[src/rtl/alu_pkg.sv]
// alu_pkg -- shared definitions for the ALU execute unit.
//   alu_op_e      : 3-bit op codes ALU_ADD..ALU_SRA, used by the decoder
//                   in alu_execute_unit and by alu_serial_shifter.
//   exec_state_e  : execute-unit FSM state encoding (IDLE / SHIFT).
//   SHAMT_W       : shift-amount width, taken from src_b[SHAMT_W-1:0].
//   is_shift_op() : true for the three shift op codes.
package alu_pkg;

  typedef enum logic [2:0] {
    ALU_ADD = 3'b000,
    ALU_SUB = 3'b001,
    ALU_OR  = 3'b010,
    ALU_AND = 3'b011,
    ALU_SLL = 3'b100,
    ALU_SLT = 3'b101,
    ALU_SRL = 3'b110,
    ALU_SRA = 3'b111
  } alu_op_e;

  typedef enum logic {
    ST_IDLE  = 1'b0,
    ST_SHIFT = 1'b1
  } exec_state_e;

  localparam int unsigned SHAMT_W = 5;

  function automatic logic is_shift_op(input alu_op_e op);
    return (op == ALU_SLL) || (op == ALU_SRL) || (op == ALU_SRA);
  endfunction

endpackage

[src/rtl/alu_serial_shifter.sv]
// alu_serial_shifter -- bit-serial shifter, one bit position per clock.
// Ports:
//   clk, rst_n  : clock, asynchronous active-low reset
//   start       : load op/data/shamt (only issued with shamt != 0)
//   op          : ALU_SLL, ALU_SRL or ALU_SRA
//   data        : operand to shift
//   shamt       : number of positions to shift
//   done        : high during the cycle whose edge performs the last step
//   shift_out   : fully shifted value, valid while done is high
module alu_serial_shifter
  import alu_pkg::*;
#(
  parameter int WIDTH = 32
) (
  input  logic               clk,
  input  logic               rst_n,
  input  logic               start,
  input  alu_op_e            op,
  input  logic [WIDTH-1:0]   data,
  input  logic [SHAMT_W-1:0] shamt,
  output logic               done,
  output logic [WIDTH-1:0]   shift_out
);

  alu_op_e            op_q;
  logic [WIDTH-1:0]   data_q;
  logic [WIDTH-1:0]   data_step;
  logic [SHAMT_W-1:0] cnt_q;

  // One-position shift of the working register; sra keeps the sign bit.
  always_comb begin
    // NOTE: every always_comb output gets a default first so no path can
    // leave it unassigned and infer a latch.
    data_step = {1'b0, data_q[WIDTH-1:1]};
    case (op_q)
      ALU_SLL: data_step = {data_q[WIDTH-2:0], 1'b0};
      ALU_SRA: data_step = {data_q[WIDTH-1], data_q[WIDTH-1:1]};
      default: data_step = {1'b0, data_q[WIDTH-1:1]};
    endcase
  end

  always_ff @(posedge clk or negedge rst_n) begin
    // NOTE: sequential state uses non-blocking assignments so every register
    // samples pre-edge values regardless of statement order.
    if (!rst_n) begin
      op_q   <= ALU_SLL;
      data_q <= '0;
      cnt_q  <= '0;
    end else if (start) begin
      op_q   <= op;
      data_q <= data;
      cnt_q  <= shamt;
    end else if (cnt_q != '0) begin
      data_q <= data_step;
      cnt_q  <= cnt_q - 1'b1;
    end
  end

  // The final step is taken combinationally so the result register can load
  // on the same edge that the count reaches zero.
  assign done      = (cnt_q == SHAMT_W'(1));
  assign shift_out = data_step;

endmodule

[src/rtl/alu_execute_unit.sv]
// alu_execute_unit -- single-issue ALU with a registered, back-pressured
// result. add/sub/or/and/slt complete with latency 1; shifts run bit-serially
// (latency shamt+1) when built with ALU_EXEC_SHIFT_EN, otherwise shift codes
// complete with latency 1 and report illegal.
// Configuration macro: ALU_EXEC_SHIFT_EN
// Ports:
//   clk, rst_n            : clock, asynchronous active-low reset
//   in_valid / in_ready   : operation handshake
//   alu_control           : op code (see alu_pkg::alu_op_e)
//   src_a, src_b          : operands (shift amount = src_b[4:0])
//   out_valid / out_ready : result handshake
//   result, zero, illegal : registered result, (result == 0), unsupported-op
module alu_execute_unit
  import alu_pkg::*;
#(
  parameter int WIDTH = 32
) (
  input  logic             clk,
  input  logic             rst_n,
  input  logic             in_valid,
  output logic             in_ready,
  input  logic [2:0]       alu_control,
  input  logic [WIDTH-1:0] src_a,
  input  logic [WIDTH-1:0] src_b,
  output logic             out_valid,
  input  logic             out_ready,
  output logic [WIDTH-1:0] result,
  output logic             zero,
  output logic             illegal
);

  alu_op_e          op;
  logic             accept;
  logic             idle;
  logic             load;
  logic [WIDTH-1:0] load_result;
  logic             load_illegal;
  logic [WIDTH-1:0] dec_result;
  logic             dec_illegal;

  assign op     = alu_op_e'(alu_control);
  assign accept = in_valid && in_ready;

  // Single-cycle decoder. With shifts enabled, a shift op only reaches the
  // result register through this path when shamt is 0, i.e. result = src_a.
  always_comb begin
    dec_result  = '0;
    dec_illegal = 1'b0;
    case (op)
      ALU_ADD: dec_result = src_a + src_b;
      ALU_SUB: dec_result = src_a - src_b;
      ALU_OR:  dec_result = src_a | src_b;
      ALU_AND: dec_result = src_a & src_b;
      ALU_SLT: dec_result = {{(WIDTH-1){1'b0}}, ($signed(src_a) < $signed(src_b))};
`ifdef ALU_EXEC_SHIFT_EN
      default: dec_result = src_a;
`else
      default: dec_illegal = 1'b1;
`endif
    endcase
  end

`ifdef ALU_EXEC_SHIFT_EN
  exec_state_e        state_q, state_d;
  logic [SHAMT_W-1:0] shamt;
  logic               start_shift;
  logic               shift_done;
  logic [WIDTH-1:0]   shift_out;

  assign shamt       = src_b[SHAMT_W-1:0];
  assign start_shift = accept && is_shift_op(op) && (shamt != '0);

  always_ff @(posedge clk or negedge rst_n) begin
    if (!rst_n) state_q <= ST_IDLE;
    else        state_q <= state_d;
  end

  always_comb begin
    state_d = state_q;
    case (state_q)
      ST_IDLE:  if (start_shift) state_d = ST_SHIFT;
      ST_SHIFT: if (shift_done)  state_d = ST_IDLE;
      default:  state_d = ST_IDLE;
    endcase
  end

  alu_serial_shifter #(.WIDTH(WIDTH)) u_shifter (
    .clk       (clk),
    .rst_n     (rst_n),
    .start     (start_shift),
    .op        (op),
    .data      (src_a),
    .shamt     (shamt),
    .done      (shift_done),
    .shift_out (shift_out)
  );

  assign idle         = (state_q == ST_IDLE);
  assign load         = (accept && !start_shift) || shift_done;
  assign load_result  = shift_done ? shift_out : dec_result;
  assign load_illegal = shift_done ? 1'b0 : dec_illegal;
`else
  assign idle         = 1'b1;
  assign load         = accept;
  assign load_result  = dec_result;
  assign load_illegal = dec_illegal;
`endif

  // rst_n is folded in so in_ready reads 0 for the whole reset period.
  assign in_ready = rst_n && idle && (!out_valid || out_ready);

  // Result register: loads on completion, otherwise holds; out_valid clears
  // on drain unless a new result lands on the same edge.
  always_ff @(posedge clk or negedge rst_n) begin
    if (!rst_n) begin
      out_valid <= 1'b0;
      result    <= '0;
      zero      <= 1'b1;
      illegal   <= 1'b0;
    end else if (load) begin
      out_valid <= 1'b1;
      result    <= load_result;
      zero      <= (load_result == '0);
      illegal   <= load_illegal;
    end else if (out_ready) begin
      out_valid <= 1'b0;
    end
  end

endmodule

[config.mk]
export PLATFORM = sky130hd
export DESIGN_NAME = alu_execute_unit
export DESIGN_NICKNAME = d
export VERILOG_FILES = /design/src/rtl/alu_pkg.sv /design/src/rtl/alu_serial_shifter.sv /design/src/rtl/alu_execute_unit.sv
export SDC_FILE = /design/constraint.sdc
export NUM_CORES = 1
export LEC_CHECK = 0
export BUFFER_PORTS_ARGS = -buffer_cell sky130_fd_sc_hd__buf_2
export CAP_MARGIN = 20
export CORE_MARGIN = 4
export CORE_UTILIZATION = 30
export DETAILED_ROUTE_END_ITERATION = 10
export PLACE_DENSITY_LB_ADDON = 0.25
export SETUP_SLACK_MARGIN = 0.15
export SKIP_CTS_REPAIR_TIMING = 1
export SYNTH_ARGS = -nofsm -noshare
export SYNTH_HDL_FRONTEND = slang
export SYNTH_HIERARCHICAL = 1
export SYNTH_SLANG_ARGS = --single-unit
[constraint.sdc]
create_clock -name clk -period 8 [get_ports clk]
set_clock_uncertainty 0.2 [all_clocks]
set_input_delay 1.2 -clock clk [delete_from_list [all_inputs] [get_ports clk]]
set_output_delay 1.2 -clock clk [all_outputs]
set_load 0.05 [all_outputs]
==> metrics.md <==
| Metric | Value |
|---|---|
| Sw Ratio | `0.4943` |
| LEAKAGE | `around 0.0035 uW` |
| Ports | `between 100 and 150` |
| Top post-synthesis cells by area | `ha_1 (21%), dfrtp_1 (13%), a21oi_1 (6.4%)` |
| R2R depth | `11` |
| Nets | `roughly 1,200` |
| RR Startpoint | `out_valid$_DFFE_PN0P_` |
| Psw | `between 400 and 500 uW` |
| Layout Cells excl Fill | `1,255` |
| R2R Setup Slk | `around 4900 ps` |
| Fin crit share | `0.6102` |
| Drt via density | `5.560` |
| Top delay family on crit path | `simple AND/OR/NAND/NOR gates` |
| Share of layout cells above drive strength 1 | `0.1480` |
| Worst Setup Path Type | `in2reg` |
| Clock sinks | `35` |
| Routed length per instance | `about 19 um` |
| F_max | `between 200 and 250 MHz` |
| Vias in the first global route | `between 6,000 and 7,000` |
| Worst r2r dst | `illegal$_DFFE_PN0P_` |
| Post-synthesis cell type with the largest combined area | `ha_1` |
| Buf/Inv on CP | `2` |
| Slew Viols, Final | `0` |
| Slew headroom | `0.4354` |
| Crit path DAT | `4880 ps` |
| Via count | `approximately 7,000` |
| Critical path launch point type | `input pin` |
| Clk root buf | `clkbuf_16` |
| Gr ovfl total | `0` |
| CTS clk-pin slew, worst paths | `around 50 ps` |
| Setup WS post-layout | `around 3100 ps` |
| Most frequent cells after synthesis | `ha_1 (108), inv_1 (89), nand2_1 (85), a21oi_1 (84), nor2_1 (77)` |
| Area delta synth->final | `12.81%` |
| Core ar. | `21,290 um2` |
| Clk buf depth | `2` |
| N_diodes | `0` |
| Setup crit end kind | `flip-flop` |
| Internal power | `about 500 uW` |
| Least-Margin Pin Slew | `between 800 and 900 ps` |
| Fin. Hold Viols | `0` |
| CTS buffer count | `5` |
| Most common cell in the synthesized netlist | `ha_1` |
| Worst-Skew Late Latency | `about 270 ps` |
| Tot GR Track Use | `0.1828` |
| Slowest stage delay, CP | `490 ps` |
| Maximum number of pins on one net before global-route repair | `just over 60` |
| Max cap viols | `0` |
| Critical path depth in cells | `15` |
| Area after DPL | `7264 um2` |
| Ys Warns | `6` |
| Unrepaired setup endpoints after global routing | `no` |
| Status | `complete, no violations` |
| Row count | `53` |
| Sequential fraction of the synthesis area | `0.1337` |
| Worst Setup EP | `zero$_DFFE_PN1P_` |
| Die width | `between 150 and 200 um` |
| CTS H-Tree Depth | `2` |
| TritonCTS clock tree | `done` |
| Clk pwr share | `0.181` |
| Starting density of the core | `0.3082` |
| First-pass GRT wire length | `36,430 um` |
| Final Core Density | `0.3477` |
| Crit path cell chain | `buf_2 > ha_1 > inv_1 > fa_1 > nand2b_1 > a21oi_1 > a211oi_2 > o31a_1 > nor2_1 > a2111oi_0 > nor3_1 > or4b_1 > nor4_1 > a41oi_1 > o21ai_1` |
| EDFF count, synth | `0` |
| Residual DRC | `0` |
| Antenna Nets Post-Route | `0` |
| Flop and latch count out of synthesis | `35` |
| Final setup vio count | `0` |
| Mapped Area | `6561 um2` |
| Pwr Density | `about 130 nW/um2` |
| Seq pwr share | `0.230` |
| Crit Path Max Fanout | `4` |
| Place WS | `between 2000 and 3000 ps` |
| Synth Area per Inst | `7.202 um2` |
| Placed cell count | `~1,200` |
| GP Congestion | `just under 1` |
| Hold WC Path Type | `reg2reg` |
| Final min period | `slightly below 5000 ps` |
| Critical Path Source | `src_b[0]` |
| Post-route cell area | `7402 um2` |
| Worst ir drop on vdd | `0.00007453 V` |
| Antenna violations before repair | `0` |
| DR iter-0 viols | `just over 700` |
| WP data required | `around 8000 ps` |
| Netlist cell types | `75` |
| Final WL | `approximately 23,000 um` |
| Syn Inst Count | `about 900` |
| Synth top area share | `0.2059` |
| Async SR Flop Fraction | `1.000` |
| Comb pwr share | `0.589` |
| Die area | `between 20,000 and 25,000 um2` |
| Post-synth net total | `between 1,000 and 1,500` |
| Number of port buffers | `about 110` |
| Height of the die | `about 160 um` |
| Setup TNS | `0 ps` |
| Post-synth top flop | `dfrtp_1` |
| Pre-antenna DRT Iters | `5` |
| Dpl hpwl | `18,720 um` |
| Slowest CP cell | `nor3_1` |
through the flow:
| stage | hold WS (ps) | power, uW |
|---|---|---|
| 3_3_place_gp | 260.7 | 806.3 |
| 6_report | 275.5 | 990.8 |
| 5_1_grt | 309.5 | 1054 |
| 3_5_place_dp | 271.5 | 805.6 |
| 2_1_floorplan | 376.0 | 635.5 |
| 4_1_cts | 283.0 | 988.9 |
final cells by class:
type                            instances  area, um2
Clock buffer                            7      132.6
Clock inverter                          1      5.005
Fill cell                            2329      13880
Inverter                               92      345.3
Multi-Input combinational cell        733       5122
Sequential cell                        35      877.1
Tap cell                              275      344.1
Timing Repair Buffer                  112      575.6
flip-flops by register name (all words and copies together) (netlist names):
name / count
out_valid: 1
zero: 1
result: 32
illegal: 1
kinds of logic (layout without fill, tap and decap cells):
| kind of cell | Yosys count | after routing | synth area share |
|---|---|---|---|
| AO/OA/AOI/OAI | 303 | 303 | 0.3080 |
| XOR/XNOR | 22 | 22 | 0.02937 |
| adder cells (fa/ha/maj) | 110 | 110 | 0.2121 |
| buffers and inverters | 143 | 212 | 0.08562 |
| flip-flops | 35 | 35 | 0.1337 |
| multiplexers | 16 | 16 | 0.02670 |
| AND/OR/NAND/NOR | 282 | 282 | 0.2046 |
worst reg2reg max path, stage by stage, from the launching register on:
cell and delay (ps):
dfrtp_1 370, nand2b_1 80, and2_1 140, nand2_1 60
buf_4 280, a221oi_1 420, nand3_1 130, or4_1 510
or4_1 420, nor2_1 120, nand4_1 140, o21ai_1 170
metal layers:
metal | routed length (um) | vias to the layer above | global-route usage
met5 | 0 | - | 0
met4 | 129 | 0 | 0.01876
met3 | 1614 | 12 | 0.01803
met2 | 10300 | 286 | 0.2928
met1 | 11190 | 3268 | 0.2747
li1 | - | 3412 | -
placed cells by master (no fill, tap or decap), drive strengths merged, types with 5 or more instances in the layout:
cell type and instances:
buf 112, ha 108, inv 90, nand2 85, a21oi 85, nor2 77
o21ai 62, dfrtp 34, nor3 24, nand3 21, xnor2 18, nor2b 16
o211ai 14, a211oi 14, nor4 14, mux2 12, o21bai 12, nand4 11
o31ai 11, a21o 10, nand2b 9, a2111oi 8, o21a 7, a22oi 7
clkbuf 7, a31oi 6, a311oi 6, o22ai 6, o311ai 6, o31a 5
o2111ai 5
power by group through the flow:
| stage | Sequential [uW] | Clock, uW | Combinational (uW) |
|---|---|---|---|
| 4_1_cts | 228 | 183 | 577 |
| 6_report | 228 | 179 | 583 |
| 2_1_floorplan | 333 | 0 | 303 |
| 3_3_place_gp | 231 | 0 | 575 |
| 5_1_grt | 231 | 191 | 632 |
| 3_5_place_dp | 231 | 0 | 575 |
worst min-delay path by stage:
stage	cells past startpoint	slack, ps	end	from
after floorplan	2	380	zero$_DFFE_PN1P_	zero$_DFFE_PN1P_
after global placement	2	260	result[16]$_DFFE_PN0P_	result[16]$_DFFE_PN0P_
after detailed placement	2	270	result[28]$_DFFE_PN0P_	result[28]$_DFFE_PN0P_
after CTS	2	280	result[28]$_DFFE_PN0P_	result[28]$_DFFE_PN0P_
after global routing	2	310	result[28]$_DFFE_PN0P_	result[28]$_DFFE_PN0P_
final	2	280	result[28]$_DFFE_PN0P_	result[28]$_DFFE_PN0P_
(Power assumes the default switching activity.)
